<file path="src/rtl/if_fetch_stage_if.sv">
// Bundle of the fetch stage's three channels: the instruction-memory
// request/response pair, the branch redirect and the decode-side handshake.
// The fetch stage takes the master modport. The memory, branch unit and
// decode stage (or a testbench standing in for them) take the slave modport.
interface if_fetch_stage_if;
    // Instruction-memory request channel
    logic        imem_req_valid;
    logic        imem_req_ready;
    logic [63:0] imem_req_addr;

    // Instruction-memory response channel (no back-pressure)
    logic        imem_rsp_valid;
    logic [31:0] imem_rsp_data;

    // Branch/jump redirect from later pipeline stages
    logic        redirect_valid;
    logic [63:0] redirect_pc;

    // Decode-side handshake
    logic        id_valid;
    logic        id_ready;
    logic [31:0] id_instruc;
    logic [63:0] id_pc;

    modport master (
        output imem_req_valid,
        output imem_req_addr,
        input  imem_req_ready,
        input  imem_rsp_valid,
        input  imem_rsp_data,
        input  redirect_valid,
        input  redirect_pc,
        output id_valid,
        output id_instruc,
        output id_pc,
        input  id_ready
    );

    modport slave (
        input  imem_req_valid,
        input  imem_req_addr,
        output imem_req_ready,
        output imem_rsp_valid,
        output imem_rsp_data,
        output redirect_valid,
        output redirect_pc,
        input  id_valid,
        input  id_instruc,
        input  id_pc,
        output id_ready
    );
endinterface

</file>
<file path="src/rtl/if_fetch_stage.sv">
// Instruction-fetch stage of the RV64 pipeline.
// The stage owns the PC and keeps at most one 32-bit fetch outstanding.
// Returned words are buffered with their PC in a small FIFO for decode.
// A redirect flushes the FIFO and marks any in-flight fetch as stale, so its
// response is dropped when it arrives.
module if_fetch_stage #(
    parameter logic [63:0] RESET_PC   = 64'h0,
    parameter int unsigned FIFO_DEPTH = 2
) (
    input  logic             clk,
    input  logic             reset_n,
    if_fetch_stage_if.master bus
);

    localparam int unsigned       PTR_W   = (FIFO_DEPTH > 1) ? $clog2(FIFO_DEPTH) : 1;
    localparam int unsigned       CNT_W   = PTR_W + 1;
    localparam logic [CNT_W-1:0]  DEPTH_C = CNT_W'(FIFO_DEPTH);

    // IDLE: nothing outstanding. WAIT: live fetch outstanding.
    // DROP: the outstanding fetch was overtaken by a redirect.
    typedef enum logic [1:0] {
        S_IDLE = 2'd0,
        S_WAIT = 2'd1,
        S_DROP = 2'd2
    } state_e;

    state_e           r_state;
    state_e           w_state_nxt;

    logic [63:0]      r_pc;
    logic [63:0]      r_req_pc;
    logic [63:0]      w_pc_nxt;
    logic [63:0]      w_redirect_pc;

    logic [63:0]      r_fifo_pc  [FIFO_DEPTH];
    logic [31:0]      r_fifo_ins [FIFO_DEPTH];
    logic [PTR_W-1:0] r_rd_ptr;
    logic [PTR_W-1:0] r_wr_ptr;
    logic [CNT_W-1:0] r_count;

    logic             w_full;
    logic             w_empty;
    logic             w_req_valid;
    logic             w_req_fire;
    logic             w_push;
    logic             w_pop;

    // ------------------------------------------------------------------
    // Handshake qualifiers
    // ------------------------------------------------------------------
    // Redirect targets are word aligned. The two low bits are simply cleared.
    assign w_redirect_pc = bus.redirect_pc & ~64'h3;

    assign w_full  = (r_count == DEPTH_C);
    assign w_empty = (r_count == '0);

    // The issue gate uses occupancy at the start of the cycle. Because only one
    // fetch is ever outstanding, a free slot at issue is still free when the
    // response lands, so the response side needs no back-pressure.
    // reset_n gates the request so that the bus stays quiet while reset is held.
    assign w_req_valid = reset_n && (r_state == S_IDLE) && !w_full && !bus.redirect_valid;
    assign w_req_fire  = w_req_valid && bus.imem_req_ready;

    // A redirect voids any push or pop that coincides with it.
    assign w_push = (r_state == S_WAIT) && bus.imem_rsp_valid && !bus.redirect_valid;
    assign w_pop  = !w_empty && bus.id_ready && !bus.redirect_valid;

    // ------------------------------------------------------------------
    // Fetch FSM
    // ------------------------------------------------------------------
    // Next-state logic: track the single outstanding fetch and its staleness.
    always_comb begin
        // NOTE: every always_comb output gets a default before any branch, so no path can leave it unassigned and infer a latch.
        w_state_nxt = r_state;
        unique case (r_state)
            S_IDLE: begin
                if (w_req_fire) begin
                    w_state_nxt = S_WAIT;
                end
            end
            S_WAIT: begin
                // A response always closes the fetch. It is pushed only when
                // no redirect occurs in the same cycle, and w_push handles that.
                if (bus.imem_rsp_valid) begin
                    w_state_nxt = S_IDLE;
                end else if (bus.redirect_valid) begin
                    w_state_nxt = S_DROP;
                end
            end
            S_DROP: begin
                if (bus.imem_rsp_valid) begin
                    w_state_nxt = S_IDLE;
                end
            end
            default: begin
                w_state_nxt = S_IDLE;
            end
        endcase
    end

    // Next-PC selection: a redirect has priority over sequential advance.
    always_comb begin
        w_pc_nxt = r_pc;
        if (bus.redirect_valid) begin
            w_pc_nxt = w_redirect_pc;
        end else if (w_req_fire) begin
            w_pc_nxt = r_pc + 64'd4;
        end
    end

    // State, PC and in-flight request PC registers.
    always_ff @(posedge clk or negedge reset_n) begin
        if (!reset_n) begin
            r_state  <= S_IDLE;
            r_pc     <= RESET_PC;
            r_req_pc <= '0;
        end else begin
            // NOTE: clocked state uses non-blocking assignments, so every register samples pre-edge values regardless of statement order.
            r_state <= w_state_nxt;
            r_pc    <= w_pc_nxt;
            if (w_req_fire) begin
                r_req_pc <= r_pc;
            end
        end
    end

    // ------------------------------------------------------------------
    // Fetch buffer
    // ------------------------------------------------------------------
    // Pointer and occupancy bookkeeping. A redirect empties the buffer.
    always_ff @(posedge clk or negedge reset_n) begin
        if (!reset_n) begin
            r_rd_ptr <= '0;
            r_wr_ptr <= '0;
            r_count  <= '0;
        end else if (bus.redirect_valid) begin
            r_rd_ptr <= '0;
            r_wr_ptr <= '0;
            r_count  <= '0;
        end else begin
            if (w_push) begin
                r_wr_ptr <= r_wr_ptr + 1'b1;
            end
            if (w_pop) begin
                r_rd_ptr <= r_rd_ptr + 1'b1;
            end
            unique case ({w_push, w_pop})
                2'b10:   r_count <= r_count + 1'b1;
                2'b01:   r_count <= r_count - 1'b1;
                default: r_count <= r_count;
            endcase
        end
    end

    // Entry storage: the PC and the instruction word are written together on a push.
    always_ff @(posedge clk or negedge reset_n) begin
        if (!reset_n) begin
            // NOTE: this storage is reset only because it is a few flops and decode must see zeros during reset. A deep RAM would be left unreset.
            for (int i = 0; i < int'(FIFO_DEPTH); i++) begin
                r_fifo_pc[i]  <= '0;
                r_fifo_ins[i] <= '0;
            end
        end else if (w_push) begin
            r_fifo_pc[r_wr_ptr]  <= r_req_pc;
            r_fifo_ins[r_wr_ptr] <= bus.imem_rsp_data;
        end
    end

    // ------------------------------------------------------------------
    // Outputs
    // ------------------------------------------------------------------
    assign bus.imem_req_valid = w_req_valid;
    assign bus.imem_req_addr  = r_pc;

    // During a redirect cycle the old head is still shown. Decode ignores it
    // because decode is the stage that raised the redirect.
    assign bus.id_valid   = !w_empty;
    assign bus.id_instruc = r_fifo_ins[r_rd_ptr];
    assign bus.id_pc      = r_fifo_pc[r_rd_ptr];

endmodule

</file>
<file path="src/flat_wrapper.sv">
// flat-port wrapper written by rule: the top's interface ports become plain ports
module if_fetch_stage_flat 
#(
    parameter logic [63:0] RESET_PC   = 64'h0,
    parameter int unsigned FIFO_DEPTH = 2
)
  (clk, reset_n, bus_imem_req_valid, bus_imem_req_addr, bus_imem_req_ready, bus_imem_rsp_valid, bus_imem_rsp_data, bus_redirect_valid, bus_redirect_pc, bus_id_valid, bus_id_instruc, bus_id_pc, bus_id_ready);
  if_fetch_stage_if bus_i ();
  input  logic clk;
  input  logic reset_n;
  output wire logic [$bits(bus_i.imem_req_valid)-1:0] bus_imem_req_valid;
  output wire logic [$bits(bus_i.imem_req_addr)-1:0] bus_imem_req_addr;
  input wire logic [$bits(bus_i.imem_req_ready)-1:0] bus_imem_req_ready;
  input wire logic [$bits(bus_i.imem_rsp_valid)-1:0] bus_imem_rsp_valid;
  input wire logic [$bits(bus_i.imem_rsp_data)-1:0] bus_imem_rsp_data;
  input wire logic [$bits(bus_i.redirect_valid)-1:0] bus_redirect_valid;
  input wire logic [$bits(bus_i.redirect_pc)-1:0] bus_redirect_pc;
  output wire logic [$bits(bus_i.id_valid)-1:0] bus_id_valid;
  output wire logic [$bits(bus_i.id_instruc)-1:0] bus_id_instruc;
  output wire logic [$bits(bus_i.id_pc)-1:0] bus_id_pc;
  input wire logic [$bits(bus_i.id_ready)-1:0] bus_id_ready;
  assign bus_imem_req_valid = bus_i.imem_req_valid;
  assign bus_imem_req_addr = bus_i.imem_req_addr;
  assign bus_i.imem_req_ready = bus_imem_req_ready;
  assign bus_i.imem_rsp_valid = bus_imem_rsp_valid;
  assign bus_i.imem_rsp_data = bus_imem_rsp_data;
  assign bus_i.redirect_valid = bus_redirect_valid;
  assign bus_i.redirect_pc = bus_redirect_pc;
  assign bus_id_valid = bus_i.id_valid;
  assign bus_id_instruc = bus_i.id_instruc;
  assign bus_id_pc = bus_i.id_pc;
  assign bus_i.id_ready = bus_id_ready;
  if_fetch_stage #(.RESET_PC(RESET_PC), .FIFO_DEPTH(FIFO_DEPTH)) u_core (.clk(clk), .reset_n(reset_n), .bus(bus_i));
endmodule
</file>
<file path="config.mk">
export PLATFORM = sky130hd
export DESIGN_NAME = if_fetch_stage_flat
export DESIGN_NICKNAME = d
export VERILOG_FILES = /design/src/rtl/if_fetch_stage_if.sv /design/src/rtl/if_fetch_stage.sv /design/src/flat_wrapper.sv
export SDC_FILE = /design/constraint.sdc
export NUM_CORES = 1
export LEC_CHECK = 0
export CAP_MARGIN = 5
export CORE_MARGIN = 5
export CORE_UTILIZATION = 45
export DETAILED_ROUTE_END_ITERATION = 6
export HOLD_SLACK_MARGIN = 0.06
export PLACE_DENSITY_LB_ADDON = 0.12
export SLEW_MARGIN = 20
export SYNTH_ARGS = -nofsm -noshare
export SYNTH_HDL_FRONTEND = slang
export SYNTH_SLANG_ARGS = --single-unit
</file>
<file path="constraint.sdc">
create_clock -name clk -period 3.99 [get_ports clk]
set_input_delay 1.197 -clock clk [delete_from_list [all_inputs] [get_ports clk]]
set_output_delay 1.197 -clock clk [all_outputs]
set_load 0.02 [all_outputs]
</file>
Yosys cells after proc, flatten, opt, wreduce, memory -nomap -nowiden --
Cells that the tools add are included.
Operators by class: add/subtract/negate cells 5, multipliers 0, div/mod/pow operators 0, $lt $le $gt $ge 3, equal/unequal tests 8, shift operators 0, multiplexer cells 25, bitwise logic cells 2, reduce and logical (&&, ||, !) cells 19
Operators with widths (number):
- 64-bit two-way mux | 6
- 128-bit bitwise mux | 1
- 32-bit two-way mux | 4
- 64-bit by 3-bit adder with 64-bit output, second input constant | 1
- 64-bit bitwise mux | 1
- 64-bit demux with 1-bit select | 1
- 32-bit demux with 1-bit select | 1
- 2-bit two-way mux | 5
- 1-bit logical AND | 9
- 2-bit equality test, second input constant | 3
- 2-bit one-hot mux with 3 select lines | 1
- 2-bit nonzero test | 3
- 2-bit by 1-bit equality test with 1-bit output, second input constant | 2
- 2-bit >= comparator, second input constant | 2
- 2-bit logical NOT | 2
- 1-bit two-way mux | 4
- 1-bit inverter with 2-bit output | 2
- 2-bit one-hot mux with 2 select lines | 1
- 1-bit logical NOT | 3
- 3-bit inequality test, second input constant | 1
- 3-bit AND reduction | 1
- 3-bit nonzero test | 1
- 1-bit adder, second input constant | 2
- 2-bit by 1-bit adder with 2-bit output, second input constant | 1
- other kinds (4) | 4
Storage, ports and cells: flip-flop bits (word level) 326, latch bits 0, bits in writable memories 0, memory bits (read-only) 0, bits of input ports 102, output and inout bits 162, logic and storage cells 72, memories 0

Depth between registers and ports, before layout --
depth after elaboration 7, gate-level depth with buffers 8, gate-level depth less buffers 7

Least setup slack after synthesis --
No wires, ideal clock.
path kind input to output, from input port bus_redirect_valid, to output port bus_imem_req_valid, arrival time 1.948 ns, data required time 2.793 ns, path slack 0.845 ns, cell stages on the path 2, path buffers 0, path through nor4b_1 -> nor2b_1
On the way: cells in the longest elaborated chain, start to end 2
RTL lines:
- start, declared | RTL line flat_wrapper.sv:16 | input wire logic [$bits(bus_i.redirect_valid)-1:0] bus_redirect_valid;
- 1-bit logical NOT | RTL line if_fetch_stage.sv:61 | assign w_req_valid = reset_n && (r_state == S_IDLE) && !w_full && !bus.redirect_valid;
- 1-bit logical AND | RTL line if_fetch_stage.sv:61
- end, declared | RTL line flat_wrapper.sv:11 | output wire logic [$bits(bus_i.imem_req_valid)-1:0] bus_imem_req_valid;
Every way passes these cells.

Worst setup path in the final report --
Ends and elaborated chain as after synthesis.

==> impl_metrics.toml <==
[setup_path]
worstPathMaxFanout = 2
end_kind = "output pin"
arrival_ns = 2.46
crit_chain = "buf_2 > nor4b_1 > nor2b_1 > clkdlybuf4s50_1"
cpMaxStageDelayCell = "clkdlybuf4s50_1"
start_kind = "input pin"
critPathMaxStageDelay_ns = 0.63
cp_data_required_time_ns = 2.79
crit_type = "in -> out"

[place]
hpwl_um = 26860
port_buffers = 257
gp_congestion = 0.8311
placed_cells = 1913

[cells_and_area]
drive_gt1_share_pct = 23.88
instances_no_fill = 1980
layout.nets = 1613
fin_util_pct = 58.39
area_delta_synth_final_pct = 28.86

[power]
p_per_area_nw_per_um2 = 535.7
p_sw_mw = 2.932
p_int_mw = 7.193
ir_drop_mv = 0.3058
p_leak_nw = 8.645
pwr-share-clk_pct = 32.7
combPwrFrac_pct = 25.6
sequentialPowerShare_pct = 41.7
switching_share_pct = 28.96

[detailed_routing]
num_vias = 10917
wl_per_cell_um = 20.67
ant_nets = 0
routed_wl_um = 40940
drc = 0
vias_per_cell = 5.514
firstDrtPassIters = 6
drt_iter0_drc = 901

[synth]
synthXorXnorAreaFrac_pct = 0.2388
netlist_instances = 1275
yosys.cell_types.count = 59
synth_edf_count = 0
synthesis.area_sq_um = 14670
ys_seq_area_share_pct = 54.25
synth-simple-area-share_pct = 14.38
synth_compound_gate_area_share_pct = 6.167
synthMuxAreaShare_pct = 22.13
synth_seq_cells = 318
synth_top_family_by_area = "multiplexers"
yosys.area_share.adder_pct = 0.08530
synthArstFlopShare_pct = 100.0
synth_area_per_cell_sq_um = 11.50
ys.flop_type = "dfrtp_1"
yosysWarnings = 0

[timing]
whs_ns = 0.4801
fin_crit_sh_pct = 91.60
fin_tns_setup_ns = 0
final_hold_viol_count = 0
slew-limit-headroom_pct = 35.55
slew_viol_final = 0
worst_pin_slew_ns = 0.9667
report.final.setup_viol = 0
fin_skew_ns = 0.01410
rsz0062_at_grt = "false"
max_freq_ghz = 0.2736
period_needed_ns = 3.655

[clock_network]
cts.clk_slew.worst_paths_ns = 0.05
post_cts_buffers = 0
cts_buffers = 37
ctsHoldBuffers = 0
cts_num_sinks = 318
htreeDepth = 2
clock_path_buffers = 3
cts_root_buf = "clkbuf_16"
cts_resized = 0
clock_latency_ns = 0.52
cts_tree = "built"

[global_routing]
grt_max_degree = 166
grt_usage_pct = 22.28
grt_antenna_before_repair = 2
grt_pass1_vias = 11073
grt-ovfl-total = 0
grt_pass1_wl_um = 64530

[floorplanning]
placement_rows = 66
die-area_sq_um = 36310
die_x_um = 190.5
die_y_um = 190.5
initial_core_util_pct = 45.31
core-area_sq_um = 32370
io_pins = 264

[min_path]
min_path_type = "reg -> reg"

[outcome]
outcome = "complete, no violations"

[flow_run]
max_cap_viol_count = 0
## per-stage QoR
stage	power [mW]	area, sq um	setup slack (ns)
after global placement	6.825	17700	0.3283
after global routing	10.62	18900	0.1548
after detailed placement	6.881	17700	0.3095
after CTS	10.25	18890	0.3079
after floorplan	5.588	14680	0.8453
final	10.12	18900	0.3352
## layer usage
metal / vias up / wire (um) / GRT usage (%)
li1: 5015 / - / -
met1: 5493 / 18900 / 31.94
met2: 349 / 18810 / 35.13
met3: 58 / 2360 / 4.540
met4: 2 / 848 / 5.387
met5: - / 14 / 0
## path summary, 6_finish.rpt
path | start | end | slack [ns] | cells after the start
max in group asynchronous | reset_n | u_core.bus.imem_req_addr[12] | 1.62 | 3
worst min-delay path | u_core.r_fifo_pc[91] | u_core.r_fifo_pc[91] | 0.48 | 1
min in group asynchronous | reset_n | u_core.r_fifo_ins[46] | 0.89 | 2
worst max register to register | u_core.bus.imem_req_addr[2] | u_core.bus.imem_req_addr[52] | 1.11 | 7
worst min register to register | u_core.r_fifo_pc[91] | u_core.r_fifo_pc[91] | 0.48 | 1
worst max-delay path | bus_redirect_valid | bus_imem_req_valid | 0.34 | 4
## state kept, by name (all words and copies together) (netlist names)
name                      flops
u_core.r_rd_ptr               1
u_core.r_req_pc              62
u_core.r_fifo_pc            124
u_core.r_fifo_ins            64
u_core.r_count                2
u_core.r_state                2
u_core.bus.imem_req_addr     62
u_core.r_wr_ptr               1
## cells by family (layout without fill, tap and decap cells)
logic type / count (synthesis) / in the layout
adder cells (fa/ha/maj): 1 / 1
AO/OA/AOI/OAI: 129 / 129
flip-flops: 318 / 318
other: 1 / 5
multiplexers: 289 / 289
buffers and inverters: 92 / 351
AND/OR/NAND/NOR: 441 / 441
XOR/XNOR: 4 / 4
## worst max-delay path: cells and delay by family
family | cells | cell delay (ns)
buffers and inverters | 2 | 0.74
and+or+nand+nor | 2 | 0.52
## power groups by stage
stage / clock (mW) / combinational (mW) / sequential, mW
after floorplan: 0 / 1.38 / 4.20
after global placement: 0 / 2.59 / 4.24
after detailed placement: 0 / 2.61 / 4.27
after CTS: 3.41 / 2.63 / 4.22
after global routing: 3.54 / 2.77 / 4.30
final: 3.31 / 2.59 / 4.22
## Yosys cell counts, drive strengths merged, types with 12 or more instances
master | n | area (sq um)
a21oi | 13 | 65.06
a221o | 15 | 150.1
and3 | 20 | 125.1
and4 | 16 | 142.6
buf | 42 | 211.5
clkbuf | 42 | 157.7
dfrtp | 318 | 7958
mux2 | 282 | 3176
nand2 | 249 | 934.7
nand3 | 40 | 217.7
nand4 | 27 | 183.9
nor2 | 40 | 150.1
nor3 | 15 | 86.34
o211ai | 12 | 90.09
o21ai | 37 | 185.2
o311ai | 15 | 131.4
## layout by cell type, fill, tap and decap left out, types with 13 or more instances in the layout
cell type / count
a21oi_1: 13
a221o_1: 15
and3_1: 20
and4_1: 15
clkbuf_16: 39
clkdlybuf4s50_1: 255
dfrtp_1: 317
mux2_2: 273
nand2_1: 249
nand3_1: 38
nand4_1: 26
nor2_1: 39
nor3_1: 13
o21ai_0: 36
## layout make-up
cell class	count	area, sq um
fill	2764	13470
clock buffer	56	1090
antenna	1	2.502
sequential	318	7961
inverter	8	30.03
timing repair buffer	277	2826
multi-input combinational	868	6334
tap	442	553.0
clock inverter	10	103.9
No activity file was read; power rests on OpenSTA's default activity.
